[config.mk]
export PLATFORM = sky130hd
export DESIGN_NAME = branch_predictor_2lvl
export DESIGN_NICKNAME = d
export VERILOG_FILES = /design/src/rtl/bp_pkg.sv /design/src/rtl/bp_btb.sv /design/src/rtl/branch_predictor_2lvl.sv
export SDC_FILE = /design/constraint.sdc
export NUM_CORES = 1
export LEC_CHECK = 0
export BUFFER_PORTS_ARGS = -buffer_cell sky130_fd_sc_hd__buf_2
export CORE_UTILIZATION = 60
export CTS_CLUSTER_SIZE = 25
export DETAILED_ROUTE_END_ITERATION = 12
export GPL_ROUTABILITY_DRIVEN = 0
export GPL_TIMING_DRIVEN = 1
export HOLD_SLACK_MARGIN = 0.03
export PLACE_DENSITY = 0.79
export SLEW_MARGIN = 20
export SYNTH_ARGS = -nofsm -noshare
export SYNTH_HDL_FRONTEND = slang
export SYNTH_SLANG_ARGS = --single-unit
[constraint.sdc]
create_clock -name clk -period 12.3 [get_ports clk]
set_clock_uncertainty 0.05 [all_clocks]
set_input_delay 3.075 -clock clk [delete_from_list [all_inputs] [get_ports clk]]
set_output_delay 3.075 -clock clk [all_outputs]
set_load 0.05 [all_outputs]
[src/rtl/bp_pkg.sv]
// bp_pkg: shared FSM states and saturating-counter helpers for the branch predictor
package bp_pkg;
  typedef enum logic {S_INIT, S_READY} state_e;
  function automatic logic [7:0] weak_nt(input int w);
    return 8'((1 << (w - 1)) - 1);
  endfunction
  function automatic logic [7:0] sat_step(input logic [7:0] v, input logic up, input int w);
    logic [7:0] mx;
    mx = 8'((1 << w) - 1);
    return up ? ((v == mx) ? v : v + 8'd1) : ((v == 8'd0) ? v : v - 8'd1);
  endfunction
endpackage

[src/rtl/bp_btb.sv]
// bp_btb: tagged branch target buffer with combinational lookup, write and clear ports
module bp_btb #(
  parameter int IDX_W = 4,
  parameter int TAG_W = 8
) (
  input  logic             clk,
  input  logic [IDX_W-1:0] rd_idx,
  input  logic [TAG_W-1:0] rd_tag,
  output logic             rd_hit,
  output logic             rd_jal,
  output logic [31:0]      rd_target,
  input  logic             wr_en,
  input  logic [IDX_W-1:0] wr_idx,
  input  logic [TAG_W-1:0] wr_tag,
  input  logic [31:0]      wr_target,
  input  logic             wr_jal,
  input  logic             clr_en,
  input  logic [IDX_W-1:0] clr_idx
);
  localparam int ENTRIES = 1 << IDX_W;
  logic             valid_q [ENTRIES];
  logic             valid_d [ENTRIES];
  logic             jal_q   [ENTRIES];
  logic             jal_d   [ENTRIES];
  logic [TAG_W-1:0] tag_q   [ENTRIES];
  logic [TAG_W-1:0] tag_d   [ENTRIES];
  logic [31:0]      tgt_q   [ENTRIES];
  logic [31:0]      tgt_d   [ENTRIES];
  assign rd_hit    = valid_q[rd_idx] && (tag_q[rd_idx] == rd_tag);
  assign rd_jal    = jal_q[rd_idx];
  assign rd_target = tgt_q[rd_idx];
  // clear (sweep) wins over write; the two never overlap in practice
  always_comb begin
    valid_d = valid_q;
    jal_d   = jal_q;
    tag_d   = tag_q;
    tgt_d   = tgt_q;
    if (clr_en) valid_d[clr_idx] = 1'b0;
    else if (wr_en) begin
      valid_d[wr_idx] = 1'b1;
      jal_d[wr_idx]   = wr_jal;
      tag_d[wr_idx]   = wr_tag;
      tgt_d[wr_idx]   = wr_target;
    end
  end
  // table storage; validity is established by the clear sweep, not by reset
  always_ff @(posedge clk) begin
    valid_q <= valid_d;
    jal_q   <= jal_d;
    tag_q   <= tag_d;
    tgt_q   <= tgt_d;
  end
endmodule

[src/rtl/branch_predictor_2lvl.sv]
// branch_predictor_2lvl: two-level local-history predictor with tagged BTB and clear sweep
module branch_predictor_2lvl
  import bp_pkg::*;
#(
  parameter int IDX_W  = 4,
  parameter int HIST_W = 4,
  parameter int CTR_W  = 2,
  parameter int TAG_W  = 8,
  parameter int STAT_W = 16
) (
  input  logic              clk,
  input  logic              rst,
  input  logic              flush,
  output logic              busy,
  input  logic [31:0]       pred_pc,
  output logic              pred_taken,
  output logic              pred_hit,
  output logic [31:0]       pred_target,
  input  logic              upd_valid,
  input  logic [31:0]       upd_pc,
  input  logic              upd_is_jal,
  input  logic              upd_taken,
  input  logic [31:0]       upd_target,
  input  logic              upd_pred_taken,
  output logic [STAT_W-1:0] stat_branches,
  output logic [STAT_W-1:0] stat_mispred
);
  localparam int ENTRIES = 1 << IDX_W;
  localparam int TAG_LO  = IDX_W + 2;
  state_e              state_q, state_d;
  logic [IDX_W-1:0]    idx_q, idx_d;
  logic [HIST_W-1:0]   bhr_q [ENTRIES];
  logic [HIST_W-1:0]   bhr_d [ENTRIES];
  logic [CTR_W-1:0]    pht_q [ENTRIES];
  logic [CTR_W-1:0]    pht_d [ENTRIES];
  logic [STAT_W-1:0]   br_q, br_d, mis_q, mis_d;
  logic [IDX_W-1:0]    pi, pp, ui, up;
  logic                btb_hit, btb_jal, upd_ok;
  logic [31:0]         btb_target;
  logic                unused_pc_bits;
  assign unused_pc_bits = ^{pred_pc[1:0], pred_pc[31:TAG_LO+TAG_W], upd_pc[1:0], upd_pc[31:TAG_LO+TAG_W]};
  assign busy          = (state_q == S_INIT);
  assign pi            = pred_pc[IDX_W+1:2];
  assign pp            = pi ^ IDX_W'(bhr_q[pi]);
  assign ui            = upd_pc[IDX_W+1:2];
  assign up            = ui ^ IDX_W'(bhr_q[ui]);
  assign upd_ok        = upd_valid && !busy && !flush;
  assign pred_hit      = !busy && btb_hit;
  assign pred_taken    = pred_hit && (btb_jal || pht_q[pp][CTR_W-1]);
  assign pred_target   = pred_hit ? btb_target : 32'd0;
  assign stat_branches = br_q;
  assign stat_mispred  = mis_q;
  bp_btb #(.IDX_W(IDX_W), .TAG_W(TAG_W)) u_btb (
    .clk       (clk),
    .rd_idx    (pi),
    .rd_tag    (pred_pc[TAG_LO+TAG_W-1:TAG_LO]),
    .rd_hit    (btb_hit),
    .rd_jal    (btb_jal),
    .rd_target (btb_target),
    .wr_en     (upd_ok && upd_taken),
    .wr_idx    (ui),
    .wr_tag    (upd_pc[TAG_LO+TAG_W-1:TAG_LO]),
    .wr_target (upd_target),
    .wr_jal    (upd_is_jal),
    .clr_en    (busy),
    .clr_idx   (idx_q)
  );
  // sweep sequencing: flush restarts at index 0, last index hands over to READY
  always_comb begin
    state_d = flush ? S_INIT : (busy && (&idx_q)) ? S_READY : state_q;
    idx_d   = flush ? '0 : busy ? idx_q + 1'b1 : idx_q;
  end
  // table clear during the sweep, otherwise branch training and statistics
  always_comb begin
    bhr_d = bhr_q;
    pht_d = pht_q;
    br_d  = br_q;
    mis_d = mis_q;
    if (busy) begin
      bhr_d[idx_q] = '0;
      pht_d[idx_q] = CTR_W'(weak_nt(CTR_W));
    end else if (upd_ok && !upd_is_jal) begin
      pht_d[up] = CTR_W'(sat_step(8'(pht_q[up]), upd_taken, CTR_W));
      bhr_d[ui] = {bhr_q[ui][HIST_W-2:0], upd_taken};
      br_d      = br_q + 1'b1;
      mis_d     = mis_q + STAT_W'(upd_taken != upd_pred_taken);
    end
  end
  // control state and statistics; reset starts a fresh sweep and zeroes the counters
  always_ff @(posedge clk) begin
    if (rst) begin
      state_q <= S_INIT;
      idx_q   <= '0;
      br_q    <= '0;
      mis_q   <= '0;
    end else begin
      state_q <= state_d;
      idx_q   <= idx_d;
      br_q    <= br_d;
      mis_q   <= mis_d;
    end
  end
  // history and counter tables, initialised by the sweep
  always_ff @(posedge clk) begin
    bhr_q <= bhr_d;
    pht_q <= pht_d;
  end
endmodule

==> run metrics <==
clk slew on worst S/H paths=~0.060 ns; Switching Share=22.14%; Post-Syn Area=34,280 um2; Slew headroom=20.40%; largest stage delay on the critical path=around 1.0 ns; Max Fclk=96.81 MHz; Worst EP required=9.17 ns; Setup-failing EPs final=0; status=finished clean; Fin. Hold Viols=0; Gate power share=7.2%; IO Count=170; Wirelength per Cell=30.07 um; Resized Gates After CTS=0; clk_lat worst skew=slightly above 0.6 ns; MaxCap Viol Count=0; Synth cell types=47; most frequent cells in the layout=768 x edfxtp_1, 251 x mux4_2, 190 x nand2_1; drt drc=0; clock buffer depth=3; Mean Syn Cell Area=17.66 um2; clock power share=a little over two fifths; CP dominant cell by count=mux4_2; TritonCTS clock tree=done; # hold bufs at CTS=0; Switch Pwr=between 1000 and 1500 uW; setup TNS=0 ns; DRT iter0 DRCs=2,542; routed length on met3=9245 um; DR top layer=met5; die area=58,090 um2; antenna-violating nets left=0; Final Max Slew Viols=0; Synth Register Bits=805; syn_nets=2,051; fraction of registers with async set/reset=0%; VDD IR max=roughly 0.14 mV; hold crit path type=reg -> reg; Rows=87; core box area=roughly 56,000 um2; Final min period=between 10 and 15 ns; Int Pwr=4738 uW; CTS H-tree depth=3; grt ovf=0; Synth area leader=edfxtp_1; Pwr Total=roughly 6000 uW; PortBufs=129; kind of critical path=in -> out; initial antenna violation count=5; Ys Warns=0; worst slew pin tran=1.190 ns; DRT Pass-1 Iters=6; routed wire length=86,730 um; unrepaired setup endpoints after global routing=no; Post-synth EDFFs=around 770; worst-path maximum fanout=63; synth top area cells=edfxtp_1 67%, mux4_2 16%, dfxtp_1 2.2%, nand2_1 2.1%, o21ai_0 1.3%; share of post-route cells with drive strength above 1=27.78%; slowest CP cell=nor4_4; clock sink total=just over 800; Cells after Synth=1,941; Area Overhead vs Synth=12.28%; commonest non-fill, non-tap cell in the layout=edfxtp_1; Die Height=241.0 um; clk root buf=clkbuf_16; Initial Util=60.79%; CP arrival=between 7 and 8 ns; power per cell area=~160 nW/um2; Die Width=~240 um; total global-route track usage=30.72%; HPWL Detailed=43,380 um; Synth Flop Type=edfxtp_1; vias per std cell=around 7; type of origin of the critical path=primary input; CTS buffer count=82; sequential share of power=50.3%; period utilization=83.98%; vias=between 15,000 and 20,000; Static Leakage=about 0.013 uW; number of global-route vias before repair=roughly 20,000; Routed met2 length=43,120 um; Setup crit end kind=output port; top cell type's share of synthesized area=roughly two thirds; largest net degree at the start of global routing=90; nets=2,167; register area share after synthesis=69.44%; first-pass GRT wire length=roughly 130,000 um; DRT met1 WL=31,300 um; setup bufs post-CTS=0; CP Cell Sequence=buf_8 -> mux4_2 -> mux4_2 -> xnor2_1 -> nand4_1 -> nor4_4 -> buf_4 -> nand2_1 -> nor2_1 -> buf_2
==> per-stage QoR <==
| step | setup slack, ns | std cells | utilization, % | cell area [um2] | hold slack, ns |
|---|---|---|---|---|---|
| 6_report | 1.970 | 2884 | 68.25 | 38490 | 0.4463 |
| 3_3_place_gp | 2.018 | 2729 | 63.26 | 35670 | 0.4206 |
| 3_5_place_dp | 1.967 | 2729 | 63.26 | 35670 | 0.4385 |
| 2_1_floorplan | 2.985 | 1941 | - | 34280 | 0.4721 |
| 4_1_cts | 1.952 | 2880 | 68.22 | 38470 | 0.4479 |
| 5_1_grt | 1.791 | 2882 | 68.24 | 38480 | 0.4812 |
==> power groups by stage <==
| stage | sequential, uW | clock (uW) | combinational, uW |
|---|---|---|---|
| after floorplan | 3110 | 0 | 301 |
| after global placement | 3110 | 0 | 409 |
| after detailed placement | 3120 | 0 | 421 |
| after CTS | 3060 | 2610 | 430 |
| after global routing | 3060 | 2710 | 462 |
| final | 3060 | 2590 | 436 |
==> cell usage after synthesis, types with 3 or more instances <==
library cell,instances
xor2_1,30
a31oi_1,12
buf_6,9
nand3_1,54
clkbuf_2,3
mux4_2,251
edfxtp_1,768
buf_2,24
nor2b_1,8
clkbuf_1,77
o211ai_1,4
nand2_1,190
nand3b_1,28
ha_1,7
nand4_1,25
and4_1,3
mux2i_1,17
dfxtp_1,37
buf_1,12
inv_1,15
o21ai_0,89
o22ai_1,40
o21ai_2,10
xnor2_1,14
or3_1,4
mux2_2,12
a21oi_1,44
nor2_1,79
and3_1,40
nor3_1,10
nor3b_2,3
==> final cells by class <==
type / count / area (um2)
multi-input combinational: 993 / 9971
fill: 3517 / 17900
clock inverter: 51 / 560.5
sequential: 805 / 23810
tap: 756 / 945.9
timing repair buffer: 159 / 895.9
antenna: 4 / 10.01
clock buffer: 100 / 2236
inverter: 16 / 60.06
==> sequential cells by signal (all words and copies together), names as in the netlist <==
name / flops
bhr_q: 64
idx_q: 4
pht_q: 32
stat_branches: 16
stat_mispred: 16
state_q: 1
u_btb.jal_q: 16
u_btb.tag_q: 128
u_btb.tgt_q: 512
u_btb.valid_q: 16
==> logic make-up (layout without fill, tap and decap cells) <==
group | count (synthesis) | after routing | share of synthesized area (%)
simple gates | 451 | 451 | 6.249
xor+xnor | 45 | 45 | 1.205
mux | 284 | 284 | 17.54
other cells | 0 | 4 | 0
buf+inv | 143 | 326 | 1.883
fa+ha+maj | 11 | 11 | 0.3869
compound gates | 202 | 202 | 3.300
flops | 805 | 805 | 69.44
==> worst max-delay path: cells and delay by family <==
kind | cells | cell delay (ns)
xor+xnor | 1 | 0.15
mux | 2 | 1.14
buf+inv | 3 | 1.23
simple gates | 4 | 1.51
==> metal layers <==
layer,global-route usage (%),vias to the layer above
met5,0,-
met4,12.41,2
met3,6.142,227
met2,49.97,1448
met1,41.21,10115
li1,-,8077
==> worst paths after layout <==
check,from,end,slack (ns),cells past startpoint
worst max register to register,bhr_q[40],pht_q[3],8.73,9
worst max-delay path,pred_pc[2],pred_taken,1.97,10
worst min-delay path,stat_mispred[0],stat_mispred[0],0.45,2
worst min register to register,stat_mispred[0],stat_mispred[0],0.45,2
Note: power is estimated with default switching activity, not from simulation.
